$ cat config.mk
export PLATFORM = sky130hd
export DESIGN_NAME = lfsr_mod_rng
export DESIGN_NICKNAME = d
export VERILOG_FILES = /design/src/rtl/lfsr_mod_rng_pkg.sv /design/src/rtl/lfsr_mod_rng_magnitude_cmp.sv /design/src/rtl/lfsr_mod_rng.sv
export SDC_FILE = /design/constraint.sdc
export NUM_CORES = 1
export LEC_CHECK = 0
export ABC_AREA = 0
export BUFFER_PORTS_ARGS = -buffer_cell sky130_fd_sc_hd__buf_2
export CORE_UTILIZATION = 25
export DETAILED_ROUTE_END_ITERATION = 10
export PLACE_DENSITY_LB_ADDON = 0.3
export RECOVER_POWER = 25
export SLEW_MARGIN = 10
export SYNTH_ARGS = -nofsm -noshare
export SYNTH_HDL_FRONTEND = slang
export SYNTH_SLANG_ARGS = --single-unit
$ cat constraint.sdc
create_clock -name clk -period 1.28 [get_ports clk]
set_input_delay 0.192 -clock clk [delete_from_list [all_inputs] [get_ports clk]]
set_output_delay 0.192 -clock clk [all_outputs]
set_load 0.01 [all_outputs]
$ cat src/rtl/lfsr_mod_rng_pkg.sv
// Shared widths, tap positions and XNOR-feedback helpers for the
// tile-pattern and speed LFSRs.
package lfsr_mod_rng_pkg;

  localparam int PAT_W = 16;
  localparam int R10_W = 10;
  localparam int SW_W  = 7;

  // Pattern polynomial x^16 + x^14 + x^13 + x^11 + 1, as register bit indices.
  localparam int PAT_TAP_A = 15;
  localparam int PAT_TAP_B = 13;
  localparam int PAT_TAP_C = 12;
  localparam int PAT_TAP_D = 10;

  // Speed polynomial x^10 + x^7 + 1, as register bit indices.
  localparam int R10_TAP_A = 9;
  localparam int R10_TAP_B = 6;

  // XNOR feedback keeps all-zero legal, so reset can simply clear the register.
  function automatic logic pat_fb(input logic [PAT_W-1:0] s);
    return ~(s[PAT_TAP_A] ^ s[PAT_TAP_B] ^ s[PAT_TAP_C] ^ s[PAT_TAP_D]);
  endfunction

  function automatic logic r10_fb(input logic [R10_W-1:0] s);
    return ~(s[R10_TAP_A] ^ s[R10_TAP_B]);
  endfunction

endpackage

$ cat src/rtl/lfsr_mod_rng_magnitude_cmp.sv
// Unsigned 10-bit magnitude comparator: out = (a > b).
module magnitude_cmp
  import lfsr_mod_rng_pkg::*;
(
  input  logic [R10_W-1:0] a,
  input  logic [R10_W-1:0] b,
  output logic             out
);

  // Pure combinational unsigned compare, no latency.
  always_comb begin
    out = 1'b0;
    if (a > b) begin
      out = 1'b1;
    end else begin
      out = 1'b0;
    end
  end

endmodule

$ cat src/rtl/lfsr_mod_rng.sv
// Free-running tile-pattern LFSR (16 bit) and speed LFSR (10 bit); speed
// asserts when the 7-bit threshold exceeds the current speed LFSR value.
module lfsr_mod_rng
  import lfsr_mod_rng_pkg::*;
(
  input  logic             clk,
  input  logic             reset,
  input  logic [SW_W-1:0]  speed_sw,
  output logic [PAT_W-1:0] pattern,
  output logic [R10_W-1:0] rand10,
  output logic             speed
);

  logic [PAT_W-1:0] pattern_q, pattern_d;
  logic [R10_W-1:0] rand10_q, rand10_d;
  logic [R10_W-1:0] speed_sw_ext_s;

  // Next-state shift for both LFSRs; they advance every cycle unconditionally.
  always_comb begin
    pattern_d = {pattern_q[PAT_W-2:0], pat_fb(pattern_q)};
    rand10_d  = {rand10_q[R10_W-2:0], r10_fb(rand10_q)};
  end

  // State registers; synchronous reset to all-zero overrides shifting.
  always_ff @(posedge clk) begin
    if (reset) begin
      pattern_q <= {PAT_W{1'b0}};
      rand10_q  <= {R10_W{1'b0}};
    end else begin
      pattern_q <= pattern_d;
      rand10_q  <= rand10_d;
    end
  end

  // Zero-extend the threshold to the compare width.
  always_comb begin
    speed_sw_ext_s = {{(R10_W-SW_W){1'b0}}, speed_sw};
  end

  magnitude_cmp u_cmp (
    .a   (speed_sw_ext_s),
    .b   (rand10_q),
    .out (speed)
  );

  assign pattern = pattern_q;
  assign rand10  = rand10_q;

endmodule

==> reports/summary.txt <==
Ys async rst share: 0%
Synth Instances: 107
Commonest cells in the netlist: 26 x dfxtp_1, 24 x buf_4, 19 x nor2b_1
Cell with the most instances after synthesis: dfxtp_1
Core footprint: 4060 µm²
CP Launch Point: rand10[4]$_SDFF_PP0_
Top post-synthesis cells by area: dfxtp_1 48%, buf_4 17%, nor2b_1 11%
Drt initial violations: 8
Setup ws final: -0.412 ns
# setup viols final: 1
Die X: 67.7 µm
Sequential area share after synthesis: 48.3%
Final period utilization: 132%
Initial Utilization: 26.6%
First-pass GRT wire length: 2770 µm
PortBufs: 35
Largest area contributor in the netlist: dfxtp_1
GRT Total Usage: 8.12%
Synth Warn #: 0
Die ar.: 4580 µm²
Die H: 67.7 µm
R2r startpoint: pattern[12]$_SDFF_PP0_
Final Hold Viols: 0
RD Place Congestion: 0.778
N_diodes: 0
Clock slew at reported path FFs: 0.08 ns
Avg WL per Cell: 10.0 µm
Initial antenna violation count: 0
Placed Cells: 172
Pwr Total: 1.46 mW
Vias in the first global route: 659
Layout Cells excl Fill: 176
Share of cells above drive strength 1: 50.0%
Slew Viols, Final: 0
Mapped Nets: 123
CTS tree: yes
Worst EP arrival: 1.50 ns
Vias/cell: 3.94
Total CTS buffers: 3
RSZ-0062 raised after global routing: yes
Skew-Pair Late Insertion Delay: 0.26 ns
Clock Sink Count: 26
FILL cells: 446
Yosys reg bits: 26
Largest net degree at the start of global routing: 27
Area grow syn2layout: 20.2%
Leakage: 0.609 nW
Worst Path Required: 1.09 ns
HP Start: reset
Cell Area, Synth: 1080 µm²
CTS HTree Levels: 1
Pre-antenna DRT Iters: 2
Rows: 23
IO Count: 36
HPWL after DPL: 1370 µm
Postcts setup bufs: 0
Worst hold path type: primary input to register
Post-Syn Area per Cell: 10.1 µm²
Tmin final: 1.69 ns
Clock Tree Root: clkbuf_8
Number of synthesized flops with an enable pin: 0
Distinct cells, synth: 18
Nets: 143
CP max FO: 2
CP Capture Type: output port
CP startpoint kind: register
Top_reg_cell synth: dfxtp_1
Power Density: 1130 nW/µm²
Residual DRC: 0
Outcome: complete, but fails checks
Final wirelength: 1760 µm
VDD IR max: 0.342 mV
Grt total ovfl: 0
Yosys top cell area share: 48.3%
Max-Cap Viols: 0
WS Path Type: register to output port
Clock Skew: 0.00239 ns
Tightest Pin Transition: 0.500 ns
Total number of vias: 693
CTS Buffer Depth: 2
Failing checks: negative setup slack
Peak Freq: 591 MHz
Slew Limit Headroom: 66.6%
Hold_buf cts: 0
Remaining antenna violation count: 0
==> cells in the final DEF (no fill, tap or decap) <==
master,instances
nor2b_2,1
buf_2,34
o211ai_1,1
dfxtp_2,5
a31oi_2,1
clkbuf_8,4
inv_2,5
nand3_1,2
xor2_1,2
ha_4,4
nor3_1,1
nand4_1,1
clkbuf_2,1
nor2b_1,18
a21o_1,1
dfxtp_1,21
xnor2_1,2
buf_4,6
or2_2,1
o21bai_4,1
inv_1,2
a211oi_1,1
ha_1,3
nor2_1,8
==> kinds of logic (layout without fill, tap and decap cells) <==
group                      Yosys count  after routing  synth area share (%)
AOI/OAI and AO/OA                    5              5                  3.95
xor gates and xnor gates             4              4                  3.25
adders and majority gates            7              7                  8.12
buffers and inverters               33             52                  20.1
DFF                                 26             26                  48.3
and+or+nand+nor                     32             32                  16.4
==> cell type report <==
class                   instances  area, µm²  share of cell area (%)
flip-flops and latches         26        527                    40.6
multi-input cells              48        405                    31.3
repair buffers                 41        220                    17.0
well taps                      50       62.6                    4.83
clock buffers                   4       55.1                    4.25
inverters                       7       26.3                    2.03
==> layer usage <==
layer / global-route usage, % / share of wire [%] / up-vias
met1: 8.60 / 44 / 315
met5: 0 / 0 / -
met3: 2.36 / 5.9 / 2
li1: - / - / 348
met2: 15.2 / 49 / 28
met4: 2.39 / 0.80 / 0
==> state kept, by name, indices dropped and copies added (netlist names) <==
| register | cells |
|---|---|
| rand10 | 10 |
| pattern | 16 |
==> per-stage QoR <==
step	setup WS, ns	setup TNS, ns	util, %	hold slack (ns)	cell area [µm²]
3_3_place_gp	-0.123	-0.123	29.9	0.446	1210
4_1_cts	-0.439	-0.439	31.9	0.351	1300
2_1_floorplan	-0.00655	-0.00655	-	0.264	1120
3_5_place_dp	-0.167	-0.167	29.9	0.447	1210
5_1_grt	-0.514	-0.514	31.9	0.489	1300
6_report	-0.412	-0.412	31.9	0.432	1300
==> final timing paths <==
kind	depth (start not counted)	to	slack, ns
setup / recovery	6	speed	-0.41
setup reg to reg	3	pattern[0]$_SDFF_PP0_	0.37
hold / removal	2	rand10[4]$_SDFF_PP0_	0.43
hold reg to reg	1	pattern[15]$_SDFF_PP0_	0.47
==> power breakdown <==
| part | switching, mW | internal, mW |
|---|---|---|
| registers | 0.00654 | 0.822 |
| clock network | 0.235 | 0.274 |
| logic | 0.0616 | 0.0612 |
==> repair_timing <==
item | CTS | global route
endpoints found under the hold margin | 0 | 0
gates cloned | 0 | 0
resized for setup | 5 | 0
setup endpoints to repair | 1 | 1
pin swaps | 3 | 0
==> worst max-delay path, cell delays in order, from the launching register on <==
cell and delay, ns:
dfxtp_2 0.34, inv_2 0.05, ha_4 0.25, nand4_1 0.11
o21bai_4 0.19, a31oi_2 0.15, buf_2 0.15
No activity file was read; power rests on OpenSTA's default activity.
